File: config.mk
export PLATFORM = sky130hd
export DESIGN_NAME = mult_controller
export DESIGN_NICKNAME = d
export VERILOG_FILES = /design/src/rtl/mult_pkg.sv /design/src/rtl/mult_ctrl_watchdog.sv /design/src/rtl/mult_controller.sv
export SDC_FILE = /design/constraint.sdc
export NUM_CORES = 1
export LEC_CHECK = 0
export CAP_MARGIN = 15
export CORE_MARGIN = 2
export CORE_UTILIZATION = 35
export DETAILED_ROUTE_END_ITERATION = 12
export DONT_BUFFER_PORTS = 1
export GPL_TIMING_DRIVEN = 0
export PLACE_DENSITY_LB_ADDON = 0.15
export RECOVER_POWER = 50
export SYNTH_ARGS = -nofsm -noshare
export SYNTH_HDL_FRONTEND = slang
export SYNTH_SLANG_ARGS = --single-unit
export TNS_END_PERCENT = 10
File: constraint.sdc
create_clock -name clk -period 2.38 [get_ports clk]
set_clock_uncertainty 0.15 [all_clocks]
set_input_delay 0.357 -clock clk [delete_from_list [all_inputs] [get_ports clk]]
set_output_delay 0.357 -clock clk [all_outputs]
set_load 0.005 [all_outputs]
File: src/rtl/mult_pkg.sv
// rtl/mult_pkg.sv - shared constants and state encoding for the shift-add multiplier controller
package mult_pkg;

  localparam int MULT_WIDTH          = 12;
  localparam int MULT_CNT_W          = 4;
  localparam int MULT_TIMEOUT_CYCLES = 64;

  localparam logic [3:0] ST_IDLE      = 4'd0;
  localparam logic [3:0] ST_START_IN  = 4'd1;
  localparam logic [3:0] ST_WAIT_IN   = 4'd2;
  localparam logic [3:0] ST_LOAD      = 4'd3;
  localparam logic [3:0] ST_TEST      = 4'd4;
  localparam logic [3:0] ST_ADD       = 4'd5;
  localparam logic [3:0] ST_SHIFT     = 4'd6;
  localparam logic [3:0] ST_START_OUT = 4'd7;
  localparam logic [3:0] ST_WAIT_OUT  = 4'd8;
  localparam logic [3:0] ST_DONE      = 4'd9;
  localparam logic [3:0] ST_ERR       = 4'd10;

  // States in which the controller waits on an external handshake flag
  function automatic logic is_wait_state(input logic [3:0] s);
    return (s == ST_WAIT_IN) || (s == ST_WAIT_OUT);
  endfunction

endpackage

File: src/rtl/mult_ctrl_watchdog.sv
// rtl/mult_ctrl_watchdog.sv - cycle counter that flags a stalled handshake wait
module mult_ctrl_watchdog #(
  parameter int LIMIT = 64
) (
  input  logic clk,
  input  logic reset,
  input  logic i_clear,
  input  logic i_en,
  output logic o_expired
);

  localparam int CW = $clog2(LIMIT + 1);

  logic [CW-1:0] r_count;

  // Count enabled cycles; a state change restarts the count from zero
  always_ff @(posedge clk) begin
    if (reset || i_clear) begin
      r_count <= '0;
    end else if (i_en && !o_expired) begin
      r_count <= r_count + 1'b1;
    end
  end

  // Expiry is seen in the LIMIT-th waiting cycle so the FSM leaves exactly LIMIT cycles after entry
  assign o_expired = i_en && (r_count == CW'(LIMIT - 1));

endmodule

File: src/rtl/mult_controller.sv
// rtl/mult_controller.sv - sequencer for the shift-add multiplier (optional watchdog: MULT_CTRL_TIMEOUT_EN)
module mult_controller
  import mult_pkg::*;
#(
  parameter int WIDTH = MULT_WIDTH,
  parameter int CNT_W = MULT_CNT_W
`ifdef MULT_CTRL_TIMEOUT_EN
  ,
  parameter int TIMEOUT_CYCLES = MULT_TIMEOUT_CYCLES
`endif
) (
  input  logic             clk,
  input  logic             reset,
  input  logic             start,
  output logic             busy,
  output logic             done,
  output logic             sx,
  input  logic             fx_x,
  input  logic             fx_y,
  output logic             ld,
  input  logic             m0,
  output logic             add_en,
  output logic             shift_en,
  output logic             sz,
  input  logic             fz,
  output logic [CNT_W-1:0] iter,
  output logic             err
);

  logic [3:0]       r_state;
  logic [3:0]       w_state_next;
  logic             r_settled;
  logic [CNT_W-1:0] r_iter;
  logic             w_last;
  logic             w_expired;

  assign w_last = (r_iter == CNT_W'(WIDTH - 1));

`ifdef MULT_CTRL_TIMEOUT_EN
  mult_ctrl_watchdog #(
    .LIMIT(TIMEOUT_CYCLES)
  ) u_watchdog (
    .clk      (clk),
    .reset    (reset),
    .i_clear  (w_state_next != r_state),
    .i_en     (is_wait_state(r_state)),
    .o_expired(w_expired)
  );

  assign err = (r_state == ST_ERR);
`else
  assign w_expired = 1'b0;
  assign err       = 1'b0;
`endif

  // Next-state decode; wait states ignore their flags until r_settled marks the first cycle as past
  always_comb begin
    w_state_next = r_state;
    case (r_state)
      ST_IDLE:      if (start) w_state_next = ST_START_IN;
      ST_START_IN:  w_state_next = ST_WAIT_IN;
      ST_WAIT_IN: begin
        if (w_expired)                       w_state_next = ST_ERR;
        else if (r_settled && fx_x && fx_y)  w_state_next = ST_LOAD;
      end
      ST_LOAD:      w_state_next = ST_TEST;
      ST_TEST:      w_state_next = m0 ? ST_ADD : ST_SHIFT;
      ST_ADD:       w_state_next = ST_SHIFT;
      ST_SHIFT:     w_state_next = w_last ? ST_START_OUT : ST_TEST;
      ST_START_OUT: w_state_next = ST_WAIT_OUT;
      ST_WAIT_OUT: begin
        if (w_expired)            w_state_next = ST_ERR;
        else if (r_settled && fz) w_state_next = ST_DONE;
      end
      ST_DONE:      w_state_next = ST_IDLE;
`ifdef MULT_CTRL_TIMEOUT_EN
      ST_ERR:       w_state_next = ST_ERR;
`endif
      default:      w_state_next = ST_IDLE;
    endcase
  end

  // State register
  always_ff @(posedge clk) begin
    if (reset) begin
      r_state <= ST_IDLE;
    end else begin
      r_state <= w_state_next;
    end
  end

  // Low only in the first cycle after a state change, which masks stale done flags
  always_ff @(posedge clk) begin
    if (reset) begin
      r_settled <= 1'b0;
    end else begin
      r_settled <= (w_state_next == r_state);
    end
  end

  // Iteration counter: cleared on load, bumped on each shift, held otherwise
  always_ff @(posedge clk) begin
    if (reset) begin
      r_iter <= '0;
    end else if (r_state == ST_LOAD) begin
      r_iter <= '0;
    end else if (r_state == ST_SHIFT) begin
      r_iter <= r_iter + 1'b1;
    end
  end

  assign iter     = r_iter;
  assign busy     = (r_state != ST_IDLE);
  assign sx       = (r_state == ST_START_IN);
  assign ld       = (r_state == ST_LOAD);
  assign add_en   = (r_state == ST_ADD);
  assign shift_en = (r_state == ST_SHIFT);
  assign sz       = (r_state == ST_START_OUT);
  assign done     = (r_state == ST_DONE);

endmodule

---- Word level (Yosys, flattened, before mapping) ----
Index checks and enable logic that the tools add are counted.
W data, S select, Z words.
word-level totals
  register bits ........................... 9
  memory bits (read-only) ................. 0
  input bits .............................. 7
  memories kept ........................... 0
  bits in latches ......................... 0
  output and inout bits ................... 12
  memory bits (writable) .................. 0
operators by class
  $add $sub $neg .......................... 1
  div/mod/pow operators ................... 0
  bitwise gates (word level) .............. 0
  magnitude comparators ................... 0
  multiplexer cells ....................... 6
  equality and inequality tests ........... 11
  multiply operators ...................... 0
  shifts and indexed selects .............. 0
  reduce and logical (&&, ||, !) cells .... 6
operators with widths
  cell                   count
  $pmux W4 S9            1
  $eq A4 B3 Y1 const B   4
  $eq A4 B4 Y1 const B   3
  $mux W4                3
  $eq A4 B2 Y1 const B   2
  $add A4 B1 Y4 const B  1
  $eq A4 B1 Y1 const B   1
  $eq A4 B4 Y1           1
  $logic_not A4 Y1       1
  $mux W2                2
  $reduce_bool A4 Y1     1
  $logic_and A1 B1 Y1    3
  $reduce_or A2 Y1       1

---- Logic depth before layout (Yosys ltp) ----
Gate-level depths: netlist of the first run.
  depth in word-level cells ............... 5
  depth in mapped cells ................... 5
  gate-level depth less buffers ........... 4

---- Least setup slack after synthesis of the first run ----
Ideal clock, no wire load.
  path type ............................... flip-flop to flip-flop
  start ................................... register r_state[0]
  end ..................................... register r_settled
  arrival time ............................ 1.209 ns
  stages on the path, launching flop included .. 5
  setup time .............................. 0.118 ns
  path slack .............................. 0.903 ns
  path through ............................ dfxtp_1 > buf_4 > or4_1 > and3_4 > o2111a_1
on the way
  cells in the longest elaborated chain, start to end .. 3
ends and longest elaborated chain
  element                                     RTL line               text
  start, declared                             mult_controller.sv:30  logic [3:0] r_state;
  start signal, assigned                      mult_controller.sv:88  r_state <= w_state_next;
  $eq A4 B4 Y1, or another cell as far along  mult_controller.sv:59  case (r_state)
  $pmux W4 S9                                 mult_controller.sv:59
  $eq A4 B4 Y1 (*)                            mult_controller.sv:97  r_settled <= (w_state_next == r_state);
  end signal, assigned                        mult_controller.sv:97
  end, declared                               mult_controller.sv:32  logic r_settled;
Mark *: on every way between the ends. The rest lies on a longest branch, timed or not.
A chain may end at the register's enable or synchronous reset.

---- Worst setup path after layout of the first run ----
  start ................................... register r_state[0]
  end ..................................... output port ld
on the way
  cells in the longest elaborated chain, start to end .. 1
ends and longest elaborated chain
  element        RTL line                text
  $eq A4 B2 Y1   mult_controller.sv:115  assign ld = (r_state == ST_LOAD);
  end, declared  mult_controller.sv:20   output logic ld,
Every way passes these cells.

==> flow_metrics.py, run 1 <==
metrics = {
    "sta": {
        "fmax_ghz": 0.5392,
        "maxSlewViolCount": 0,
        "period_needed_ns": 1.855,
        "worst_slack_ns": 0.5252,
        "tns_ns": 0,
        "hold_violations": 0,
        "period_share": 0.7793,
        "rsz0062_at_grt": "false",
        "setup_viol": 0,
        "finalHoldWorstSlack_ns": 0.01612,
    },
    "pwr": {
        "ir_worst_vdd_mv": 0.2011,
        "switching_power_w": 0.00008197,
        "comb_power_share": 0.148,
        "p_int_w": 0.0002450,
        "total_leakage_power_nw": 0.2467,
        "powerDensity_nw_per_um2": 554.8,
        "power_frac_seq": 0.488,
        "p_sw_frac": 0.2507,
        "pwr-share-clk": 0.364,
    },
    "floorplan": {
        "initial_core_util": 0.3681,
        "pin_count": 19,
        "die_area_um2": 1898,
        "dieWidth_um": 43.57,
        "core_um2": 1489,
        "rows": 14,
        "fp.dieH_um": 43.57,
    },
    "finish": {
        "diodes": 0,
        "nets": 76,
        "drive_above_1_share": 0.1642,
        "design_area_um2": 589.3,
        "fin_util": 0.3958,
        "syn2layout_area_growth_pct": 7.534,
    },
    "global_routing": {
        "antenna_found_initial": 0,
        "track_usage": 0.1243,
        "grt_pass1_wl_um": 1752,
        "grt_pass1_vias": 405,
        "grt-ovfl-total": 0,
        "grt_max_degree": 11,
    },
    "detailed_routing": {
        "vias": 431,
        "post-route-drc-count": 0,
        "viasPerCell": 5.193,
        "antenna_left": 0,
        "drt_pre_antenna_iters": 3,
        "wl_per_cell_um": 12.90,
        "drt_iter0_drc": 3,
        "drt_wl_total_um": 1071,
    },
    "placement": {
        "place_ws_ns": 0.7841,
        "hpwl_um": 804.9,
        "place_area_um2": 568.0,
        "port_buffers": 0,
        "routabilityCongestion": 0.7340,
    },
    "logic_synthesis": {
        "syn_avg_cell_area_um2": 8.699,
        "syn-num-nets": 71,
        "synth_compound_area_frac": 0.08676,
        "yosysWarnings": 0,
        "ys_ff_latch": 9,
        "seq_area_frac_synth": 0.3288,
        "synth_top_family_by_area": "simple AND/OR/NAND/NOR gates",
        "synth_cells": 63,
        "synthesis.area_um2": 548.0,
        "synth_mux_area_frac": 0.05479,
        "synthAdderAreaFrac": 0.02283,
        "synth_simple_gate_area_share": 0.3562,
        "yosysUniqueCellTypes": 29,
        "synth_xor_area_frac": 0.06393,
    },
    "clocking": {
        "h-tree-depth": 1,
        "cts.repair.resized": 0,
        "clkLatencyLatePin_ns": 0.26,
        "tritoncts.num_buffers": 3,
        "ctsHoldBuffers": 0,
        "post_cts_buffers": 0,
        "clock-root-buffer": "clkbuf_4",
        "cts_tree": "built",
        "cts.clk_slew.worst_paths_ns": 0.06,
        "clock_sinks": 9,
        "clockBufferDepth": 2,
    },
    "worst_setup_path": {
        "critPathLaunchType": "flip-flop",
        "crit_required_ns": 1.87,
        "crit_fanout": 10,
        "setup.worst_path.end_class": "output pin",
        "crit_arrival_ns": 1.35,
        "crit_type": "flip-flop to output pin",
    },
    "run_status": {
        "status": "complete, no violations",
    },
    "worst_hold_path": {
        "worstHoldPathType": "input port to flip-flop",
    },
    "flow_run": {
        "cap_violations": 0,
    },
}
power groups by stage:
stage                     sequential [W]  combinational, W  clock (W)
after detailed placement        0.000163         0.0000498          0
final                           0.000159         0.0000485   0.000119
after global routing            0.000160         0.0000532   0.000133
after global placement          0.000163         0.0000498          0
after CTS                       0.000159         0.0000500   0.000125
after floorplan                 0.000162         0.0000429          0
final timing paths:
| check | start | end | slack, ns | cells past startpoint |
|---|---|---|---|---|
| worst max register to register | r_state[0] | r_settled | 0.73 | 5 |
| worst min-delay path | reset | r_state[3] | 0.02 | 1 |
| worst max-delay path | r_state[0] | ld | 0.53 | 3 |
| worst min register to register | iter[1] | iter[1] | 0.42 | 2 |
worst max-delay path, stage by stage, from the launching register on:
cell and delay, ns:
dfxtp_1 0.32, clkbuf_1 0.34, nand2_1 0.17, nor3_1 0.27
cells by family (layout without fill, tap and decap cells):
family	Yosys count	after routing
AOI/OAI and AO/OA	6	6
xor gates and xnor gates	4	4
adders and majority gates	1	1
and+or+nand+nor	33	33
DFF	9	9
other	1	1
buffers and inverters	6	10
muxes	3	3
state kept, by name (all words and copies together) (netlist names):
name       flops
iter           4
r_settled      1
r_state        4
routing by layer:
layer / part of all wire / wire length [µm] / global-route usage / vias to the layer above
met1: 0.52 / 556 / 0.1835 / 194
met4: 0 / 0 / 0.07273 / 0
met2: 0.43 / 464 / 0.1647 / 8
met5: 0 / 0 / 0 / -
li1: - / - / - / 229
met3: 0.047 / 50 / 0.02500 / 0
stage by stage:
| step | total power (W) | cells |
|---|---|---|
| CTS | 0.0003350 | 83 |
| global route | 0.0003467 | 83 |
| detailed placement | 0.0002129 | 79 |
| global placement | 0.0002129 | 79 |
| finish | 0.0003270 | 83 |
| floorplan | 0.0002053 | 63 |
final cells by class:
type	instances	area, µm²
clock buffers	4	26.28
flip-flops and latches	9	180.2
fillers	160	899.6
plain buffers	6	38.79
multi-input cells	48	324.1
well taps	16	20.02
cell usage after synthesis (all sizes together):
cell,n,area [µm²]
nor2,11,41.29
nand4b,1,15.01
nor3b,1,7.510
xnor2,1,8.760
and3,1,11.26
o31ai,1,7.510
nor3,3,15.01
o21bai,1,7.510
nor2b,1,6.260
or2,1,6.260
ha,1,12.51
nand2,3,11.26
a21oi,2,13.76
mux2i,3,30.03
or4,2,15.01
conb,1,3.750
nand2b,3,18.77
nand3,1,5.000
nand4,2,12.51
dfxtp,9,180.2
o2111a,1,11.26
xor2,3,26.28
nor4b,2,17.52
and4bb,1,12.51
buf,6,43.79
a21o,1,7.510
cells in the final DEF, fill, tap and decap left out, types with 2 or more instances in the layout:
cell type and instances:
or4_1 2, dfxtp_1 9, nand2b_1 3, nor3_1 3
buf_4 2, mux2i_1 3, nor4b_1 2, clkbuf_1 3
nand2_1 3, nor2_1 11, clkbuf_4 3, xor2_1 3
nand4_1 2
Power figures use the tool's default switching activity.
==> run 2, diff against run 1 <==
--- a/config.mk
+++ b/config.mk
@@ -5,6 +5,7 @@
 export SDC_FILE = /design/constraint.sdc
 export NUM_CORES = 1
 export LEC_CHECK = 0
+export ABC_AREA = 1
 export CAP_MARGIN = 15
 export CORE_MARGIN = 2
 export CORE_UTILIZATION = 35
==> constraint.sdc (replaced) <==
create_clock -name clk -period 1.9 [get_ports clk]
set_clock_uncertainty 0.15 [all_clocks]
set_input_delay 0.285 -clock clk [delete_from_list [all_inputs] [get_ports clk]]
set_output_delay 0.285 -clock clk [all_outputs]
set_load 0.005 [all_outputs]
==> run 2 against run 1 <==
Compared with the run above:
- area after synthesis up 5.7%
- first-iteration DRC count increased to 3.0 times the previous value
- global-route usage grew 2.1 points
- setup slack worse by 0.20 ns
- count of clock-buffer cells in the layout is the same
- utilization rose by 2.0 points
- synthesized cell count up 32%
- register-to-register slack got worse by 0.32 ns
- worst hold slack improved by 0.0022 ns
- sequential share of layout area down 2.1 points
==> flow_metrics.py, run 2 <==
metrics = {
    "run_status": {
        "status": "complete, no violations",
    },
    "global_routing": {
        "track_usage": 0.1456,
        "antenna_found_initial": 0,
        "grt_pass1_vias": 502,
        "grt_max_degree": 7,
        "grt-ovfl-total": 0,
        "grt_pass1_wl_um": 2049,
    },
    "worst_setup_path": {
        "crit_arrival_ns": 1.14,
        "crit_type": "flip-flop to output pin",
        "setup.worst_path.end_class": "output pin",
        "crit_required_ns": 1.46,
        "crit_fanout": 6,
        "critPathLaunchType": "flip-flop",
    },
    "detailed_routing": {
        "vias": 512,
        "post-route-drc-count": 0,
        "drt_iter0_drc": 9,
        "wl_per_cell_um": 11.03,
        "drt_wl_total_um": 1147,
        "viasPerCell": 4.923,
        "drt_pre_antenna_iters": 4,
        "antenna_left": 0,
    },
    "logic_synthesis": {
        "yosysWarnings": 0,
        "synth_cells": 83,
        "syn_avg_cell_area_um2": 6.980,
        "synth-main-ff-cell": "dfxtp_1",
        "synth_area_leader_cell": "dfxtp_1",
        "yosysMostFrequentCell": "nor2_1",
        "ys_top_cells_by_count": "13 x nor2_1, 11 x nand2_1, 10 x inv_1",
        "synth_area_leaders": "dfxtp_1 31%, nor2_1 8.4%, nor2_4 7.8%",
        "synth_edf_count": 0,
        "ys_ff_latch": 9,
        "seq_area_frac_synth": 0.3110,
        "yosysUniqueCellTypes": 22,
        "async_flop_share": 0,
        "synth_top_area_frac": 0.3110,
        "synthesis.area_um2": 579.3,
        "syn-num-nets": 91,
    },
    "finish": {
        "nets": 97,
        "layout_commonest_cell": "nor2_1",
        "drive_above_1_share": 0.2159,
        "diodes": 0,
        "syn2layout_area_growth_pct": 9.287,
        "final_cell_mix": "14 x nor2_1, 12 x inv_1, 11 x nand2_1, 9 x dfxtp_1",
        "fin_util": 0.4154,
        "design_area_um2": 633.1,
        "fillers": 177,
    },
    "floorplan": {
        "die_area_um2": 1997,
        "fp.dieH_um": 44.69,
        "pin_count": 19,
        "dieWidth_um": 44.69,
        "initial_core_util": 0.3801,
        "rows": 14,
        "core_um2": 1524,
    },
    "pwr": {
        "p_total_w": 0.0004207,
        "powerDensity_nw_per_um2": 664.6,
        "total_leakage_power_nw": 0.2885,
        "ir_worst_vdd_mv": 0.3437,
    },
    "sta": {
        "hold_violations": 0,
        "maxSlewViolCount": 0,
        "tns_ns": 0,
        "period_needed_ns": 1.575,
        "period_share": 0.8289,
        "fmax_ghz": 0.6349,
        "rsz0062_at_grt": "false",
        "setup_viol": 0,
    },
    "clocking": {
        "ctsHoldBuffers": 1,
        "post_cts_buffers": 0,
        "h-tree-depth": 1,
        "clock-root-buffer": "clkbuf_4",
        "clockBufferDepth": 2,
        "cts_tree": "built",
        "clock_sinks": 9,
        "cts.clk_slew.worst_paths_ns": 0.06,
        "cts.repair.resized": 0,
        "tritoncts.num_buffers": 3,
        "clkLatencyLatePin_ns": 0.25,
    },
    "placement": {
        "hpwl_um": 929,
        "place_area_um2": 599.3,
        "port_buffers": 0,
        "routabilityCongestion": 0.7450,
    },
    "flow_run": {
        "cap_violations": 0,
    },
    "worst_hold_path": {
        "worstHoldPathType": "input port to flip-flop",
    },
}
==> run 2: changes by cell type in the layout (fill, tap and decap cells not counted), moves of 4 or more <==
cell / previous run / this run
nor2_4: 0 / 4
inv_1: 0 / 12
nand3_1: 1 / 5
nand2_1: 3 / 11
a21oi_1: 1 / 5
==> run 2: cells by family (layout without fill, tap and decap cells) <==
| group | Yosys count | count (layout) | share of synthesized area |
|---|---|---|---|
| adders and majority gates | 1 | 1 | 0.02159 |
| AOI/OAI and AO/OA | 11 | 11 | 0.1101 |
| buffers and inverters | 15 | 20 | 0.1037 |
| DFF | 9 | 9 | 0.3110 |
| and+or+nand+nor | 46 | 46 | 0.4471 |
| other | 1 | 1 | 0.006473 |
==> run 2: metrics by stage <==
| stage | hold WS, ns | setup WS (ns) | instances |
|---|---|---|---|
| after detailed placement | 0.2095 | 0.5304 | 99 |
| after CTS | 0.008952 | 0.3239 | 104 |
| final | 0.01831 | 0.3250 | 104 |
| after global placement | 0.2064 | 0.5356 | 99 |
| after global routing | 0.04201 | 0.2102 | 104 |
| after floorplan | 0.2041 | 0.6328 | 83 |
==> run 2: report_power, final <==
| part | internal, W | leakage (nW) | switching [W] | total [W] |
|---|---|---|---|---|
| clock | 0.0000808 | 0.0150 | 0.0000650 | 0.000146 |
| combinational | 0.0000264 | 0.200 | 0.0000443 | 0.0000706 |
| sequential | 0.000197 | 0.0731 | 0.00000758 | 0.000204 |
| total | 0.000304 | 0.289 | 0.000117 | 0.000421 |
==> run 2: layout make-up <==
cell class / instances / area [µm²] / area share
Sequential cell: 9 / 180.2 / 0.2846
Multi-Input combinational cell: 59 / 336.6 / 0.5316
Buffer: 1 / 7.507 / 0.01186
Clock buffer: 4 / 26.28 / 0.04150
Timing Repair Buffer: 1 / 10.01 / 0.01581
Inverter: 14 / 52.55 / 0.08300
Tap cell: 16 / 20.02 / 0.03162
==> run 2: path summary, 6_finish.rpt <==
kind              depth (start not counted)  slack (ns)          to  startpoint
hold / removal                            3        0.02  r_state[1]       reset
setup / recovery                          3        0.33          ld  r_state[3]
hold reg to reg                           2        0.32  r_state[0]   r_settled
setup reg to reg                          6        0.41     iter[2]  r_state[3]
==> run 2: critical path, cell delays in order (launching register included) <==
cell and delay [ns]:
dfxtp_1 0.36, inv_1 0.20, nand2_4 0.10, nor2_1 0.23
==> run 2: layer usage <==
metal  vias to the layer above  track usage  part of all wire
met5                         -            0                 0
met4                         0       0.1091             0.017
met3                         2      0.03673             0.078
met2                        16       0.2145              0.46
met1                       222       0.1802              0.44
li1                        272            -                 -
==> run 3, diff against run 2 <==
==> constraint.sdc (replaced) <==
create_clock -name clk -period 1.4 [get_ports clk]
set_clock_uncertainty 0.15 [all_clocks]
set_input_delay 0.21 -clock clk [delete_from_list [all_inputs] [get_ports clk]]
set_output_delay 0.21 -clock clk [all_outputs]
set_load 0.005 [all_outputs]
==> run 3 against run 2 <==
Compared with the run above:
- sequential power grew 38%
- utilization grew 3.2 points
- non-clock buffer count grew 2
- cell count grew 1.9%
- highest routed layer unchanged
- routed wire length grew 2.2%
- die area is the same
- combinational power grew 49%
- sequential cell count is the same
- clock power grew 35%
- count of clock-buffer cells in the layout is the same
- worst hold slack gained 0.056 ns
==> flow_metrics.py, run 3 (synthesis results as in run 2) <==
metrics = {
    "placement": {
        "hpwl_um": 929,
        "place_ws_ns": 0.03040,
        "routabilityCongestion": 0.7450,
        "place_inst": 99,
        "port_buffers": 0,
    },
    "sta": {
        "rsz0062_at_grt": "true",
        "maxSlewViolCount": 0,
        "tns_ns": 0,
        "fmax_ghz": 0.7363,
        "hold_violations": 0,
        "period_share": 0.9701,
        "period_needed_ns": 1.358,
        "worst_slack_ns": 0.04190,
        "setup_viol": 0,
    },
    "pwr": {
        "ir_worst_vdd_mv": 0.4437,
        "total_leakage_power_nw": 0.3019,
        "p_total_w": 0.0005821,
        "powerDensity_nw_per_um2": 853.7,
    },
    "finish": {
        "diodes": 0,
        "layout_commonest_cell": "nand2_1",
        "nets": 99,
        "syn2layout_area_growth_pct": 17.71,
        "drive_above_1_share": 0.3778,
        "stdcell_count": 106,
        "fillers": 172,
        "final_cell_mix": "11 x nand2_1, 10 x inv_1, 8 x nor2_1, 6 x nor2_2, 6 x nor2_4",
        "fin_util": 0.4475,
    },
    "global_routing": {
        "grt_pass1_vias": 517,
        "track_usage": 0.1473,
        "grt_pass1_wl_um": 2090,
        "grt-ovfl-total": 0,
        "grt_max_degree": 7,
        "antenna_found_initial": 0,
    },
    "floorplan": {
        "pin_count": 19,
        "die_area_um2": 1997,
        "initial_core_util": 0.3801,
        "core_um2": 1524,
        "fp.dieH_um": 44.69,
        "dieWidth_um": 44.69,
        "rows": 14,
    },
    "detailed_routing": {
        "antenna_left": 0,
        "drt_pre_antenna_iters": 3,
        "drt_wl_total_um": 1172,
        "wl_per_cell_um": 11.06,
        "top_layer": "met4",
        "drt_iter0_drc": 2,
        "vias": 531,
        "viasPerCell": 5.009,
        "post-route-drc-count": 0,
        "met1_length_um": 510,
        "dr_wl_met2_um": 555,
        "met3_length_um": 87,
    },
    "clocking": {
        "clock_sinks": 9,
        "clockBufferDepth": 2,
        "clock-root-buffer": "clkbuf_4",
        "cts.clk_slew.worst_paths_ns": 0.06,
        "cts_tree": "built",
        "h-tree-depth": 1,
        "clkLatencyLatePin_ns": 0.25,
        "tritoncts.num_buffers": 3,
    },
    "worst_setup_path": {
        "crit_required_ns": 1.04,
        "cp.depth": 3,
        "crit_type": "flip-flop to output pin",
        "critical_path.top_delay_family": "flip-flops",
        "r2r_start": "r_state[0]",
        "cp_slowest_stage_delay_ns": 0.35,
        "slowest_stage": "dfxtp_2",
        "startpoint": "r_state[0]",
        "critPathLaunchType": "flip-flop",
        "r2r_end": "iter[3]",
        "r2r_setup_slack_ns": 0.10,
        "r2r_cells": 7,
        "crit_fanout": 5,
        "crit_end": "shift_en",
        "crit_arrival_ns": 1.00,
        "setup.worst_path.end_class": "output pin",
        "worst-path-buf-inv": 1,
        "crit_path_cell_trace": "inv_1 > nand2_2 > nor2_4",
    },
    "run_status": {
        "status": "complete, no violations",
    },
    "flow_run": {
        "cap_violations": 0,
    },
    "worst_hold_path": {
        "worstHoldPathType": "input port to flip-flop",
    },
}
## run 3: cell types whose count changed in the layout (fill, tap and decap cells not counted)
cell,delta
inv_4,+1
dfxtp_2,+5
nor2_2,+4
dfxtp_1,-5
inv_2,+1
buf_4,+2
o21ai_0,-2
nor2_4,+2
nor2_1,-6
o21ai_1,+2
inv_1,-2
## run 3: worst register-to-register path: cells and delay by family, from the launching register on
family,cells,cell delay [ns]
AO/OA/AOI/OAI,2,0.15
buffers and inverters,2,0.18
flip-flops,1,0.35
AND/OR/NAND/NOR,3,0.42
## run 3: how the worst min path moves through the flow
stage,startpoint,to,slack [ns],cells past startpoint
floorplan,reset,r_state[0],0.13,1
global placement,reset,r_state[2],0.13,1
detailed placement,reset,r_state[0],0.13,1
CTS,fx_x,r_state[0],0.07,4
global route,fx_y,r_state[0],0.13,4
finish,fx_x,r_state[0],0.07,4
## run 3: report_power, final
group | switching [W] | total [W] | internal, W
Combinational | 0.0000646 | 0.000105 | 0.0000405
Sequential | 0.0000123 | 0.000281 | 0.000268
Clock | 0.0000869 | 0.000197 | 0.000110
## run 3: what timing repair did
action / 4_1_cts / 5_1_grt
pin swaps: 0 / 2
setup buffers: 1 / 1
setup endpoints to repair: 4 / 9
gates resized for setup: 8 / 7
hold endpoints to repair: 9 / 0
hold buffers: 1 / 0
## run 3: per-layer routing
layer / up-vias / global-route usage
li1: 276 / -
met1: 239 / 0.1852
met2: 14 / 0.2145
met3: 2 / 0.03673
met4: 0 / 0.1091
met5: - / 0
## run 3: cell type report
cell class,count,area [µm²],share of cell area
multi-input combinational,59,361.6,0.5303
sequential,9,186.4,0.2734
inverter,14,55.05,0.08073
clock buffer,4,26.28,0.03853
timing repair buffer,3,25.02,0.03670
tap,16,20.02,0.02936
buffer,1,7.507,0.01101
## run 3: through the flow
step	hold WS (ns)	area [µm²]
6_report	0.07462	681.9
5_1_grt	0.1279	681.9
4_1_cts	0.07035	664.4
3_5_place_dp	0.1345	599.3
3_3_place_gp	0.1314	599.3
2_1_floorplan	0.1291	579.3
